## src/rtl/odd_counter_sequencer.sv

```systemverilog
// Command sequencer that walks an odd up/down counter to a requested odd target, one step per two clocks.
// Optional per-step movement check of the counter is enabled with `define ODD_SEQ_STEPCHECK_EN.
module odd_counter_sequencer #(
    parameter int N = 4
) (
    input  logic         Clk,
    input  logic         Reset,
    input  logic         CmdValid,
    output logic         CmdReady,
    input  logic [N-1:0] CmdTarget,
    input  logic         Abort,
    input  logic [N-1:0] CntQ,
    output logic         CntEnable,
    output logic         CntUp,
    output logic         Busy,
    output logic         Done,
    output logic [1:0]   ErrCode,
    output logic [N-1:0] StepCount
);

    typedef enum logic [1:0] {
        S_IDLE,
        S_CMP,
        S_STEP,
        S_DONE
    } state_t;

    localparam logic [1:0] ERR_OK       = 2'b00;
    localparam logic [1:0] ERR_EVEN     = 2'b01;
    localparam logic [1:0] ERR_ABORT    = 2'b10;
    localparam logic [1:0] ERR_MISMATCH = 2'b11;

    state_t       state_reg, state_next;
    logic [N-1:0] target_reg, target_next;
    logic         up_reg, up_next;
    logic [N-1:0] step_count_reg, step_count_next;
    logic [1:0]   err_reg, err_next;

`ifdef ODD_SEQ_STEPCHECK_EN
    // Q seen while the last step was issued; stepped_reg marks that a step has happened
    // in this command, so the first compare after accept is not checked.
    logic [N-1:0] prev_q_reg, prev_q_next;
    logic         stepped_reg, stepped_next;
    logic [N-1:0] expect_q;
    logic         step_bad;

    assign expect_q = up_reg ? (prev_q_reg + N'(2)) : (prev_q_reg - N'(2));
    assign step_bad = stepped_reg && (CntQ != expect_q);

    always_ff @(posedge Clk) begin
        if (Reset) begin
            prev_q_reg  <= '0;
            stepped_reg <= 1'b0;
        end else begin
            prev_q_reg  <= prev_q_next;
            stepped_reg <= stepped_next;
        end
    end
`endif

    always_ff @(posedge Clk) begin
        if (Reset) begin
            state_reg      <= S_IDLE;
            target_reg     <= '0;
            up_reg         <= 1'b0;
            step_count_reg <= '0;
            err_reg        <= ERR_OK;
        end else begin
            state_reg      <= state_next;
            target_reg     <= target_next;
            up_reg         <= up_next;
            step_count_reg <= step_count_next;
            err_reg        <= err_next;
        end
    end

    always_comb begin
        state_next      = state_reg;
        target_next     = target_reg;
        up_next         = up_reg;
        step_count_next = step_count_reg;
        err_next        = err_reg;
        CntEnable       = 1'b0;
`ifdef ODD_SEQ_STEPCHECK_EN
        prev_q_next     = prev_q_reg;
        stepped_next    = stepped_reg;
`endif
        case (state_reg)
            S_IDLE: begin
                if (CmdValid) begin
                    target_next     = CmdTarget;
                    step_count_next = '0;
`ifdef ODD_SEQ_STEPCHECK_EN
                    stepped_next    = 1'b0;
`endif
                    if (!CmdTarget[0]) begin
                        err_next   = ERR_EVEN;
                        state_next = S_DONE;
                    end else begin
                        err_next   = ERR_OK;
                        state_next = S_CMP;
                    end
                end
            end
            S_CMP: begin
                // Abort outranks both a bad step and reaching the target.
                if (Abort) begin
                    err_next   = ERR_ABORT;
                    state_next = S_DONE;
`ifdef ODD_SEQ_STEPCHECK_EN
                end else if (step_bad) begin
                    err_next   = ERR_MISMATCH;
                    state_next = S_DONE;
`endif
                end else if (CntQ == target_reg) begin
                    err_next   = ERR_OK;
                    state_next = S_DONE;
                end else begin
                    up_next    = (target_reg > CntQ);
                    state_next = S_STEP;
                end
            end
            S_STEP: begin
                if (Abort) begin
                    err_next   = ERR_ABORT;
                    state_next = S_DONE;
                end else begin
                    CntEnable       = 1'b1;
                    step_count_next = step_count_reg + N'(1);
`ifdef ODD_SEQ_STEPCHECK_EN
                    prev_q_next     = CntQ;
                    stepped_next    = 1'b1;
`endif
                    state_next      = S_CMP;
                end
            end
            S_DONE: begin
                state_next = S_IDLE;
            end
            default: begin
                state_next = S_IDLE;
            end
        endcase
    end

    assign CmdReady  = (state_reg == S_IDLE);
    assign Busy      = (state_reg != S_IDLE);
    assign Done      = (state_reg == S_DONE);
    assign CntUp     = up_reg;
    assign ErrCode   = err_reg;
    assign StepCount = step_count_reg;

endmodule

```

## config.mk

```make
export PLATFORM = sky130hd
export DESIGN_NAME = odd_counter_sequencer
export DESIGN_NICKNAME = d
export VERILOG_FILES = /design/src/rtl/odd_counter_sequencer.sv
export SDC_FILE = /design/constraint.sdc
export NUM_CORES = 1
export LEC_CHECK = 0
export CORE_MARGIN = 1
export CORE_UTILIZATION = 47
export CTS_CLUSTER_SIZE = 16
export DETAILED_ROUTE_END_ITERATION = 12
export HOLD_SLACK_MARGIN = 0.1
export PLACE_DENSITY = 0.79
export SLEW_MARGIN = 20
export SYNTH_ARGS = -nofsm -noshare
export SYNTH_HDL_FRONTEND = slang
export SYNTH_SLANG_ARGS = --single-unit
export TNS_END_PERCENT = 30
```

## constraint.sdc

```tcl
create_clock -name Clk -period 4.8 [get_ports Clk]
set_input_delay 0.72 -clock Clk [delete_from_list [all_inputs] [get_ports Clk]]
set_output_delay 0.72 -clock Clk [all_outputs]
set_load 0.005 [all_outputs]
```

==> run_results.csv <==
group,metric,value,unit
yosys,async_flop_share,0,%
placed_design,dp_hpwl,1200,um
die,initial_core_util,51.8,%
cts,clk_latency,0.28,ns
detailed_routing,drt_iter0_drc,17,
sta,setup_viol,0,
cts,cts_tree,"done",
cts,postCtsSetupBuffers,0,
sta,worst_slew_pin_slew,0.458,ns
sta,slew_headroom,69.4,%
die,die_area,1890,um2
yosys,synth_seq_cells,13,
detailed_routing,drt_first_pass_iters,8,
grt,grt_pass1_vias,692,
cts,ctsLongestPathBuffers,2,
detailed_routing,num_vias,726,
detailed_routing,ant_nets,0,
die,ios,23,
pwr,p_sw,0.184,mW
yosys,yosysTopAreaCell,"dfxtp_1",
layout,syn2layout_area_growth,29.7,%
die,fp.coreArea,1560,um2
layout,diodes,0,
detailed_routing,wl_per_cell,13.0,um
cts,htree_levels,1,
yosys,synth_nets,115,
sta,fin_crit_sh,60.0,%
yosys,yosys_most_used_dff,"dfxtp_1",
pwr,comb_power_share,54.0,%
yosys,synth_cell_types,29,
detailed_routing,vias_per_cell,5.58,
yosys,yosysMostFrequentCell,"dfxtp_1",
layout,final_nets,137,
die,num_rows,14,
yosys,synthTopCellsByArea,"dfxtp_1 32%, ha_1 15%, a21oi_1 5.6%",
setup_path,cp-end-kind,"output pin",
setup_path,cp_data_arrival_time,2.16,ns
yosys,syn_area,808,um2
pwr,vdd_drop_max,321,uV
setup_path,crit_type,"in -> out",
sta,drv_slew,0,
grt,grt-ovfl-total,0,
cts,cts_made_buffers,3,
sta,tns,0,ns
setup_path,cp_max_fo,10,
grt,grt_max_degree,13,
grt,antenna_found_initial,0,
pwr,power.total,0.477,mW
run_status,violations,"design-rule violations",
grt,grt_pass1_wl,2870,um
setup_path,required,4.08,ns
die,die_h,43.5,um
run_status,status,"complete, but fails checks",
layout,post_route_cells_drive_above_1_share,5.26,%
placed_design,gp_congestion,0.793,
layout,final_cell_area,1050,um2
cts,ctsHoldBuffers,0,
sta,max_freq,347,MHz
placed_design,place_inst,126,
yosys,ys_seq_area_share,32.2,%
sta,finalHoldViolCount,0,
min_path,hold_path.class,"reg -> reg",
yosys,syn_inst,93,
cts,cts.sinks,13,
sta,hold-worst-slack,0.455,ns
cts,post_cts_resize_count,0,
setup_path,critPathLaunchType,"input pin",
grt,grt_use_total,20.7,%
sta,period_minus_slack,2.88,ns
pwr,p_int,0.293,mW
yosys,synth_commonest_cells,"13 x dfxtp_1, 10 x ha_1, 9 x a21oi_1",
cts,path_clk_slew,0.08,ns
sta,finalClockSkew,0.00159,ns
yosys,synth.avg_cell_area,8.69,um2
placed_design,placedInstanceArea,1020,um2
sta,rsz0062_at_grt,"false",
yosys,synth-edff-count,0,
pwr,clkPwrFrac,14.9,%
die,die_w,43.5,um
placed_design,numPortBuffers,22,
layout,instances_no_fill,130,
pwr,switching_share,38.6,%
pwr,p_leak,0.421,nW
pwr,power_density,455,nW/um2
yosys,yosysWarningCount,0,
pwr,power_frac_seq,31.1,%
job,max_cap_violations,0,
cts,clockRootBuffer,"clkbuf_4",
yosys,synth_top_area_share,32.2,%
detailed_routing,drc_errors,2,
detailed_routing,drt-total-wl,1680,um
cell usage in the layout, fill, tap and decap left out, types with 2 or more instances in the layout:
cell	count
a21oi_1	9
clkbuf_4	3
xnor2_1	2
dfxtp_1	13
nor2_1	6
nor2b_1	2
nor3_1	2
nand2_1	7
o21ai_0	2
inv_1	8
nand3_1	6
ha_1	10
nand2b_1	2
a211oi_1	5
clkdlybuf4s50_1	22
mux2i_1	2
kinds of logic (layout without fill, tap and decap cells):
| logic type | after synthesis | in the layout | synth area share, % |
|---|---|---|---|
| AOI/OAI and AO/OA | 23 | 23 | 21.4 |
| xor gates and xnor gates | 2 | 2 | 2.17 |
| adders and majority gates | 10 | 10 | 15.5 |
| buffers and inverters | 13 | 34 | 6.97 |
| DFF | 13 | 13 | 32.2 |
| muxes | 2 | 2 | 2.48 |
| and+or+nand+nor | 30 | 30 | 19.4 |
metrics by stage:
step	setup WS [ns]	utilization [%]
3_3_place_gp	1.95	65.6
2_1_floorplan	2.79	-
5_1_grt	1.82	67.3
6_report	1.92	67.3
4_1_cts	1.91	67.3
3_5_place_dp	1.92	65.6
per-layer routing:
metal	up-vias	share of wire (%)	track usage, %
li1	366	-	-
met1	337	47	24.7
met2	18	46	34.5
met3	5	5.2	4.58
met4	0	2.3	11.3
met5	-	0	0
layout make-up:
type,count,area [um2]
inverters,8,30.0
clock buffers,4,26.3
well taps,16,20.0
repair buffers,22,220
multi-input cells,67,492
fillers,136,510
flip-flops and latches,13,260
final timing paths:
kind | from | end | slack, ns | cells after the start
worst max-delay path | Abort | CntEnable | 1.92 | 3
worst min-delay path | target_reg[0] | target_reg[0] | 0.45 | 2
worst max register to register | state_reg[0] | ErrCode[0] | 2.97 | 6
worst min register to register | target_reg[0] | target_reg[0] | 0.45 | 2
power groups by stage:
stage                     clock (mW)  combinational (mW)  sequential (mW)
after global routing          0.0778               0.283            0.152
after CTS                     0.0701               0.259            0.148
after global placement             0               0.252            0.150
final                         0.0709               0.258            0.149
after detailed placement           0               0.256            0.151
after floorplan                    0               0.175            0.147
worst max-delay path, stage by stage:
cell and delay, ns:
clkdlybuf4s50_1 0.58, nor2b_1 0.31, clkdlybuf4s50_1 0.55
Note: power is estimated with default switching activity, not from simulation.
